## src/rtl/pwm_pkg.sv

```systemverilog
// Shared types for the six-step commutation path: FSM state encoding, sector
// arithmetic and the per-sector phase duty pattern.
package pwm_pkg;

  typedef enum logic [2:0] {
    ST_IDLE  = 3'd0,
    ST_ALIGN = 3'd1,
    ST_RAMP  = 3'd2,
    ST_RUN   = 3'd3,
    ST_FAULT = 3'd4
  } state_t;

  localparam int unsigned SECTORS     = 6;
  localparam logic [2:0]  SECTOR_LAST = 3'(SECTORS - 1);

  // Which level a phase is driven to: low side, mid-rail (floating phase), or the drive duty.
  typedef enum logic [1:0] {
    DSEL_L = 2'd0,
    DSEL_N = 2'd1,
    DSEL_D = 2'd2
  } dsel_t;

  typedef struct packed {
    dsel_t a;
    dsel_t b;
    dsel_t c;
  } phase_sel_t;

  function automatic phase_sel_t sector_pattern(input logic [2:0] sector);
    case (sector)
      3'd0:    return '{a: DSEL_D, b: DSEL_L, c: DSEL_N};
      3'd1:    return '{a: DSEL_D, b: DSEL_N, c: DSEL_L};
      3'd2:    return '{a: DSEL_N, b: DSEL_D, c: DSEL_L};
      3'd3:    return '{a: DSEL_L, b: DSEL_D, c: DSEL_N};
      3'd4:    return '{a: DSEL_L, b: DSEL_N, c: DSEL_D};
      3'd5:    return '{a: DSEL_N, b: DSEL_L, c: DSEL_D};
      default: return '{a: DSEL_L, b: DSEL_L, c: DSEL_L};
    endcase
  endfunction

  function automatic logic [2:0] sector_step(input logic [2:0] sector, input logic fwd);
    if (fwd) return (sector >= SECTOR_LAST) ? 3'd0 : sector + 3'd1;
    return (sector == 3'd0) ? SECTOR_LAST : sector - 3'd1;
  endfunction

  function automatic logic is_active(input state_t s);
    return (s == ST_ALIGN) || (s == ST_RAMP) || (s == ST_RUN);
  endfunction

endpackage

```

## src/rtl/commutation_table.sv

```systemverilog
// Combinational sector-to-duty map: clamps the drive duty to the PWM period and
// places drive, mid-rail and low levels on the three phases.
module commutation_table
  import pwm_pkg::*;
#(
  parameter int W = 32
) (
  input  logic [2:0]   sector,
  input  logic [W-1:0] duty,
  input  logic [W-1:0] period,
  output logic [W-1:0] duty_0,
  output logic [W-1:0] duty_1,
  output logic [W-1:0] duty_2
);

  logic [W-1:0] d_clamped;
  logic [W-1:0] n_level;
  phase_sel_t   sel;

  function automatic logic [W-1:0] pick(input dsel_t s, input logic [W-1:0] d,
                                        input logic [W-1:0] n);
    case (s)
      DSEL_D:  return d;
      DSEL_N:  return n;
      default: return '0;
    endcase
  endfunction

  always_comb begin
    d_clamped = (duty > period) ? period : duty;
    n_level   = period >> 1;
    sel       = sector_pattern(sector);
    duty_0    = pick(sel.a, d_clamped, n_level);
    duty_1    = pick(sel.b, d_clamped, n_level);
    duty_2    = pick(sel.c, d_clamped, n_level);
  end

endmodule

```

## src/rtl/six_step_commutator.sv

```systemverilog
// Open-loop six-step BLDC sequencer: align, step-period ramp, steady commutation,
// with stop and fault shutdown. Drives the three-phase PWM block's duties/enable.
module six_step_commutator
  import pwm_pkg::*;
#(
  parameter int W = 32
) (
  input  logic         Clk,
  input  logic         Reset_n,
  input  logic         Start,
  input  logic         Stop,
  input  logic         Fault,
  input  logic         FaultClear,
  input  logic         Direction,
  input  logic [W-1:0] Period,
  input  logic [W-1:0] DutyCmd,
  input  logic [W-1:0] AlignDuty,
  input  logic [W-1:0] AlignTicks,
  input  logic [W-1:0] RampStartTicks,
  input  logic [W-1:0] RampDecTicks,
  input  logic [W-1:0] StepTicks,
  output logic [W-1:0] Duty_0,
  output logic [W-1:0] Duty_1,
  output logic [W-1:0] Duty_2,
  output logic         Enable,
  output logic [2:0]   Sector,
  output logic [2:0]   State,
  output logic         StepStrobe
);

  localparam logic [W-1:0] ONE = W'(1);

  state_t       state_q, state_d;
  logic [2:0]   sector_q;
  logic         dir_q;
  logic [W-1:0] step_cnt, cur_ticks, align_cnt;
  logic [W-1:0] eff_ticks, align_last, ramp_sub, ramp_next, duty_src;
  logic [W-1:0] tbl_0, tbl_1, tbl_2;
  logic         step_done, align_done, commute, start_run, stepping;

  // Zero-length step/align counts behave as one clock.
  always_comb begin
    eff_ticks  = (cur_ticks == '0) ? ONE : cur_ticks;
    step_done  = (step_cnt >= eff_ticks - ONE);
    align_last = (AlignTicks == '0) ? '0 : AlignTicks - ONE;
    align_done = (align_cnt >= align_last);
    ramp_sub   = (cur_ticks > RampDecTicks) ? cur_ticks - RampDecTicks : '0;
    ramp_next  = (ramp_sub < StepTicks) ? StepTicks : ramp_sub;
    duty_src   = (state_q == ST_ALIGN) ? AlignDuty : DutyCmd;
  end

  // NOTE: state_d and commute get defaults before the case so no path leaves them
  // unassigned; a missing default in always_comb infers a latch.
  always_comb begin
    state_d = state_q;
    commute = 1'b0;
    case (state_q)
      ST_IDLE:  if (Start && !Stop) state_d = ST_ALIGN;
      ST_ALIGN: if (align_done) state_d = ST_RAMP;
      ST_RAMP: begin
        if (step_done) begin
          commute = 1'b1;
          if (ramp_next == StepTicks) state_d = ST_RUN;
        end
      end
      ST_RUN:   commute = step_done;
      ST_FAULT: if (FaultClear && !Fault) state_d = ST_IDLE;
      default:  state_d = ST_IDLE;
    endcase
    if (Stop && is_active(state_q)) begin
      state_d = ST_IDLE;
      commute = 1'b0;
    end
    if (Fault) begin
      state_d = ST_FAULT;
      commute = 1'b0;
    end
  end

  assign start_run = (state_q == ST_IDLE) && (state_d == ST_ALIGN);
  assign stepping  = (state_q inside {ST_RAMP, ST_RUN}) && (state_d inside {ST_RAMP, ST_RUN});

  // NOTE: sequential state uses non-blocking assignments only, so every register
  // samples pre-edge values regardless of statement order.
  always_ff @(posedge Clk or negedge Reset_n) begin
    if (!Reset_n) begin
      state_q    <= ST_IDLE;
      Enable     <= 1'b0;
      StepStrobe <= 1'b0;
      sector_q   <= '0;
      dir_q      <= 1'b0;
      step_cnt   <= '0;
      cur_ticks  <= '0;
      align_cnt  <= '0;
    end else begin
      state_q    <= state_d;
      Enable     <= is_active(state_d);
      StepStrobe <= commute;
      if (start_run) begin
        sector_q  <= '0;
        dir_q     <= Direction;
        step_cnt  <= '0;
        cur_ticks <= RampStartTicks;
        align_cnt <= '0;
      end else begin
        if (state_q == ST_ALIGN) align_cnt <= align_cnt + ONE;
        if (commute) begin
          step_cnt  <= '0;
          sector_q  <= sector_step(sector_q, dir_q);
          cur_ticks <= (state_q == ST_RAMP) ? ramp_next : StepTicks;
        end else if (stepping) begin
          step_cnt <= step_cnt + ONE;
        end
      end
    end
  end

  commutation_table #(.W(W)) u_table (
    .sector (sector_q),
    .duty   (duty_src),
    .period (Period),
    .duty_0 (tbl_0),
    .duty_1 (tbl_1),
    .duty_2 (tbl_2)
  );

  // Duties lag sector/duty changes by one clock, but drop to zero together with Enable.
  always_ff @(posedge Clk or negedge Reset_n) begin
    if (!Reset_n) begin
      Duty_0 <= '0;
      Duty_1 <= '0;
      Duty_2 <= '0;
    end else if (is_active(state_q) && is_active(state_d)) begin
      Duty_0 <= tbl_0;
      Duty_1 <= tbl_1;
      Duty_2 <= tbl_2;
    end else begin
      Duty_0 <= '0;
      Duty_1 <= '0;
      Duty_2 <= '0;
    end
  end

  assign Sector = sector_q;
  assign State  = state_q;

endmodule

```

## config.mk

```make
export PLATFORM = sky130hd
export DESIGN_NAME = six_step_commutator
export DESIGN_NICKNAME = d
export VERILOG_FILES = /design/src/rtl/pwm_pkg.sv /design/src/rtl/commutation_table.sv /design/src/rtl/six_step_commutator.sv
export SDC_FILE = /design/constraint.sdc
export NUM_CORES = 1
export LEC_CHECK = 0
export BUFFER_PORTS_ARGS = -buffer_cell sky130_fd_sc_hd__buf_4
export CORE_MARGIN = 2
export CORE_UTILIZATION = 62
export DETAILED_ROUTE_END_ITERATION = 12
export GPL_TIMING_DRIVEN = 0
export PLACE_DENSITY = 0.89
export SLEW_MARGIN = 20
export SYNTH_ARGS = -nofsm -noshare
export SYNTH_HDL_FRONTEND = slang
export SYNTH_HIERARCHICAL = 1
export SYNTH_SLANG_ARGS = --single-unit
```

## constraint.sdc

```tcl
create_clock -name Clk -period 10.3 [get_ports Clk]
set_input_delay 2.06 -clock Clk [delete_from_list [all_inputs] [get_ports Clk]]
set_output_delay 2.06 -clock Clk [all_outputs]
set_load 0.02 [all_outputs]
```

; Word-level counts from Yosys, hierarchy flattened
; Index checks and enable logic that the tools add are counted.
[totals]
regBits = 201
input_bits = 231
output_inout_bits = 104
word_cells = 106
[classes]
add_sub_neg = 7
order_cmp = 6
eq_ne = 19
muxes = 42
n_reduce_logical = 21
[ops]
columns = operator, n
row1 = $mux W32, 17
row2 = $pmux W32 S2, 3
row3 = $add A32 B1 Y32 const B, 2
row4 = $ge A32 B32 Y1, 2
row5 = $gt A32 B32 Y1, 2
row6 = $logic_not A32 Y1, 2
row7 = $sub A32 B1 Y32 const B, 2
row8 = $mux W3, 13
row9 = $pmux W6 S6, 1
row10 = $eq A32 B32 Y1, 1
row11 = $lt A32 B32 Y1, 1
row12 = $sub A32 B32 Y32, 1
row13 = $eq A3 B2 Y1 const B, 6
row14 = $pmux W3 S5, 1
row15 = $eq A3 B1 Y1 const B, 3
row16 = $eq A3 B3 Y1 const B, 3
row17 = $reduce_bool A2 Y1, 4
row18 = $eq A2 B1 Y1 const B, 3
row19 = $eq A2 B2 Y1 const B, 3
row20 = $logic_and A1 B1 Y1, 6
row21 = $logic_not A3 Y1, 2
row22 = $mux W1, 6
row23 = $logic_or A1 B1 Y1, 4
row24 = $add A3 B1 Y3 const B, 1
row25 = 5 further kinds, 6

; Depth between registers and ports, before layout
[depth]
depth_word = 16
ltp_mapped = 27
depth_no_buf = 23

; By module
; Netlist, hierarchy kept.
[by_module_without_submodules]
columns = module, instances, cells_each, area_per_inst_um2, seq_area_each_um2
row1 = six_step_commutator, 1, 1752, 14885.5, 5029.8
row2 = commutation_table, 1, 562, 3289.4, 0.0

; Worst setup path after synthesis
; Ideal clock, no wire load.
[synth_timing]
kind = input port to flip-flop
start = input RampDecTicks[0]
end = register state_q[0], in the netlist State[0]
setup_time_ns = 0.087
arrival_time_ns = 6.873
required_ns = 10.213
path_slack_ns = 3.340
cell_stages = 23
n_path_buf = 4
path_cell_list = ha_1 -> inv_1 -> fa_1 -> nand3_1 -> a211oi_1 -> o211a_1 -> nor2_1 -> a21o_1 -> buf_2 -> buf_2 -> buf_1 -> buf_1 -> nor2_1 -> ha_1 -> nand4_1 -> nor4_1 -> nand4_1 -> o31a_1 -> a22o_2 -> a2111oi_2 -> nand4_1 -> or4b_1 -> a211oi_2
[synth_between]
elab_chain_cells = 10
word_cells_on_any_way = 11
classes_between = add/sub (1) / order compare (2) / eq/ne (1) / mux (7)
[synth_rtl]
columns = item, line_no
row1 = "start, declared", six_step_commutator.sv:20  ; input logic [W-1:0] RampDecTicks,
row2 = $sub A32 B32 Y32 or $gt A32 B32 Y1 (tied branches), six_step_commutator.sv:47  ; ramp_sub = (cur_ticks > RampDecTicks) ? cur_ticks - RampDecTicks : '0;
row3 = $mux W32 (*), six_step_commutator.sv:47
row4 = $lt A32 B32 Y1, six_step_commutator.sv:48  ; ramp_next = (ramp_sub < StepTicks) ? StepTicks : ramp_sub;
row5 = $mux W32 (*), six_step_commutator.sv:48
row6 = $eq A32 B32 Y1 (*), six_step_commutator.sv:63  ; if (ramp_next == StepTicks) state_d = ST_RUN;
row7 = $mux W3 (*), six_step_commutator.sv:63
row8 = $mux W3 (*), six_step_commutator.sv:61  ; if (step_done) begin
row9 = $pmux W3 S5 (*), six_step_commutator.sv:57  ; case (state_q)
row10 = $mux W3 (*), six_step_commutator.sv:70  ; if (Stop && is_active(state_q)) begin
row11 = $mux W3 (*), six_step_commutator.sv:74  ; if (Fault) begin
row12 = via state_d[0], six_step_commutator.sv:33  ; state_t state_q, state_d;
row13 = "end signal, assigned", six_step_commutator.sv:96  ; state_q <= state_d;
row14 = "end, declared", six_step_commutator.sv:33
; Mark *: on every way through the listed nets, which the timed path passes. The rest lies on a longest branch.
; A chain may end at the register's enable or synchronous reset.

; Worst setup path in the final report
[layout_timing]
start = input RampDecTicks[13]
end = register cur_ticks[27]
[layout_between]
elab_chain_cells = 13
word_cells_on_any_way = 17
classes_between = add/sub (1) / order compare (2) / eq/ne (2) / mux (10) / reduce/logical (2)
[layout_rtl]
columns = item, line_no
row1 = $sub A32 B32 Y32 or $gt A32 B32 Y1 (tied branches), six_step_commutator.sv:47
row2 = $mux W32 (*), six_step_commutator.sv:47
row3 = $lt A32 B32 Y1, six_step_commutator.sv:48
row4 = $mux W32 (*), six_step_commutator.sv:48
row5 = $eq A32 B32 Y1, six_step_commutator.sv:63
row6 = $mux W3, six_step_commutator.sv:63
row7 = $mux W3, six_step_commutator.sv:61
row8 = $pmux W3 S5, six_step_commutator.sv:57
row9 = $mux W3, six_step_commutator.sv:70
row10 = $mux W3, six_step_commutator.sv:74
row11 = $eq A3 B1 Y1, six_step_commutator.sv:80  ; assign start_run = (state_q == ST_IDLE) && (state_d == ST_ALIGN);
row12 = $logic_and A1 B1 Y1, six_step_commutator.sv:80
row13 = $mux W32 or $reduce_bool A2 Y1 (tied branches), n/a
row14 = "end signal, assigned", six_step_commutator.sv:103  ; cur_ticks <= RampStartTicks;
row15 = "end signal, assigned", six_step_commutator.sv:110  ; cur_ticks <= (state_q == ST_RAMP) ? ramp_next : StepTicks;
row16 = "end, declared", six_step_commutator.sv:36  ; logic [W-1:0] step_cnt, cur_ticks, align_cnt;
; Mark *: on every way between the ends. The rest lies on a longest branch, timed or not. The select of a mux whose other input is x is not followed.

==> impl_metrics.tcl <==
set metrics [dict create \
    status "finished clean" \
    syn-cell-area_um2 18200 \
    yosys.area.top_type "dfrtp_1" \
    initial_utilization_pct 63.2 \
    wl_um 64400 \
    ctsResizeCount 0 \
    ioPinCount 335 \
    multi_input_area_um2 12100 \
    clk_latency_ns 0.54 \
    synth_edf_count 0 \
    die_x_um 175 \
    p_leak_uw 0.0105 \
    synthCells 2314 \
    critPathMaxFanout 10 \
    pwr-share-seq_pct 30.8 \
    crit_top_cell "nand4_1" \
    finalSetupTns_ns 0 \
    p_sw_uw 1260 \
    hold_path.class "flop to flop" \
    grt_usage_pct 40.6 \
    yosysWarnings 6 \
    die_area_um2 30700 \
    grt_start_max_net_pins 80 \
    p_int_uw 1820 \
    worstSetupPathType "input port to flop" \
    synth_cell_types 81 \
    worst-slew-pin-transition_ns 1.15 \
    max_freq_ghz 0.117 \
    grt_pass1_wl_um 100000 \
    drt-wirelength-per-cell_um 20.9 \
    irDropWorstVdd_uv 146 \
    finalClockSkew_ns 0.0289 \
    syn_area_per_cell_um2 7.85 \
    clockBufferDepth 3 \
    dp_hpwl_um 50000 \
    antenna_found_initial 1 \
    routabilityCongestion 1.05 \
    gr-total-overflow 0 \
    ctsRootBufferMaster "clkbuf_16" \
    portBuffers 334 \
    switching_share_pct 41.0 \
    synthesis.nets 2713 \
    crit_path_start_kind "input port" \
    max-cap-violations 0 \
    grt_setup_unrepaired "no" \
    synth_most_common_cell "nand2_1" \
    regArea_um2 5030 \
    slowest_delay_ns 0.90 \
    fin_crit_sh_pct 82.8 \
    ys_seq_area_share_pct 27.7 \
    final_hold_viol_count 0 \
    powerDensity_nw_per_um2 140 \
    syn_to_final_growth_pct 20.9 \
    drt.antenna.violating_nets 0 \
    rows 62 \
    clk_pin_slew_ns 0.06 \
    ctsHtreeMaxLevel 1 \
    coreArea_um2 28800 \
    maxSlewViolCount 0 \
    vias 20000 \
    fillers 2125 \
    drive_above_1_share_pct 16.9 \
    synth_common_cells "nand2_1, o211ai_1, dfrtp_1" \
    p_clk_share_pct 26.6 \
    synth_top_area_share_pct 27.7 \
    pre_cts_slack_ns 1.62 \
    drt_iter0_markers 2203 \
    drc_errors 0 \
    hold_buffers 0 \
    p_comb_share_pct 42.6 \
    firstDrtPassIters 6 \
    finalWorstSetupSlack_ns 1.77 \
    setup_viol 0 \
    synthTopCellsByArea "dfrtp_1, ha_1, o211ai_1" \
    required_ns 10.72 \
    crit_path_end_kind "flop" \
    max-slew-margin-rel_pct 22.8 \
    cts_setup_buffers 0 \
    async_flop_share_pct 100 \
    synth_seq_cells 201 \
    cts_made_buffers 23 \
    grt_pass1_vias 19500 \
    synth_flop_cell "dfrtp_1" \
    cts_tree "built" \
    clkSinkCount 201 \
    fin_crit_ns 8.53 \
    critPathArrivalTime_ns 8.95 \
    slowest_stage "nor4_2" \
    die_h_um 175 \
    vias_per_cell 6.49 \
    nets 3074 \
]
## through the flow
step	utilization (%)	area [um2]	cells	hold slack [ns]	power, uW
floorplan	-	18200	2314	0.511	1780
global placement	73.5	21200	3032	0.544	2160
detailed placement	73.8	21200	3034	0.549	2210
CTS	76.3	22000	3075	0.560	3030
global route	76.3	22000	3075	0.590	3230
finish	76.3	22000	3076	0.561	3080
## final timing paths
path                                 end             start  slack (ns)  cells after the start
setup / recovery           cur_ticks[27]  RampDecTicks[13]        1.77                     25
hold / removal              step_cnt[31]      step_cnt[31]        0.56                      2
setup reg to reg           cur_ticks[27]     cur_ticks[15]        2.85                     23
hold reg to reg             step_cnt[31]      step_cnt[31]        0.56                      2
max in group asynchronous      Duty_2[3]           Reset_n        7.74                      3
min in group asynchronous       State[2]           Reset_n        1.43                      1
## per-layer routing
metal  part of all wire [%]  routed length, um  vias up  global-route usage (%)
li1                       -                  -     8994                       -
met1                     37              23800     9261                    48.8
met2                     46              29500     1381                    67.3
met3                     10               6590      315                    7.16
met4                    7.2               4620        0                    25.9
met5                      0                  0        -                       0
## placed cells by master, fill, tap and decap left out, types with 5 or more instances in the layout
cell type / Yosys / routed
clkbuf_16: 0 / 23
o21ai_1: 7 / 7
inv_1: 113 / 113
ha_1: 167 / 167
nand4_1: 50 / 50
mux2_2: 34 / 34
xnor2_1: 55 / 55
nor3b_1: 5 / 5
o211ai_1: 212 / 212
or3_1: 18 / 18
o21ai_0: 115 / 115
a21boi_0: 7 / 7
xor2_1: 81 / 81
buf_6: 5 / 5
nor4_1: 29 / 29
buf_4: 3 / 336
o2111ai_1: 7 / 7
a21o_1: 53 / 53
clkbuf_1: 95 / 102
nor3_1: 46 / 46
nand2b_1: 16 / 16
a21oi_1: 111 / 111
or2_2: 5 / 5
o21a_1: 5 / 5
a311o_1: 5 / 5
nand2_1: 361 / 361
nor2_1: 187 / 186
dfrtp_1: 201 / 201
buf_1: 10 / 10
or4_1: 6 / 6
and4_1: 8 / 8
and3_1: 15 / 15
a211oi_1: 17 / 17
a221oi_1: 5 / 5
buf_2: 18 / 18
nand3_1: 45 / 45
nor2b_1: 11 / 11
and2_1: 109 / 109
## worst max-delay path: cells and delay by family
| kind | cells | cell delay [ns] |
|---|---|---|
| AND/OR/NAND/NOR | 9 | 2.75 |
| buffers and inverters | 8 | 2.25 |
| AO/OA/AOI/OAI | 6 | 1.31 |
| adder cells (fa/ha/maj) | 2 | 0.57 |
## power groups by stage
stage	sequential, uW	combinational (uW)	clock [uW]
after floorplan	915	868	0
after global placement	954	1210	0
after detailed placement	956	1260	0
after CTS	943	1270	821
after global routing	950	1430	854
final	949	1310	820
## flip-flops by register name, summed over array words and instances, names as in the netlist
name	cells
Duty_2	32
dir_q	1
align_cnt	32
Sector	3
StepStrobe	1
step_cnt	32
Duty_1	32
cur_ticks	32
Duty_0	32
Enable	1
State	3
## final cells by class
type                    instances  area share [%]
inverters                     113            1.93
well taps                     384            2.19
clock buffers                  30            2.74
diodes                          1          0.0114
repair buffers                336            11.7
clock inverters                11           0.609
flip-flops and latches        201            22.9
plain buffers                 133            2.65
multi-input cells            1867            55.3
## cells by family after synthesis
logic type	count (synthesis)	share of synthesized area, %
buffers and inverters	246	5.53
AOI/OAI and AO/OA	598	22.1
muxes	39	2.41
DFF	201	27.7
and+or+nand+nor	926	24.1
adders and majority gates	168	11.6
xor gates and xnor gates	136	6.55
Note: power is estimated with default switching activity, not from simulation.
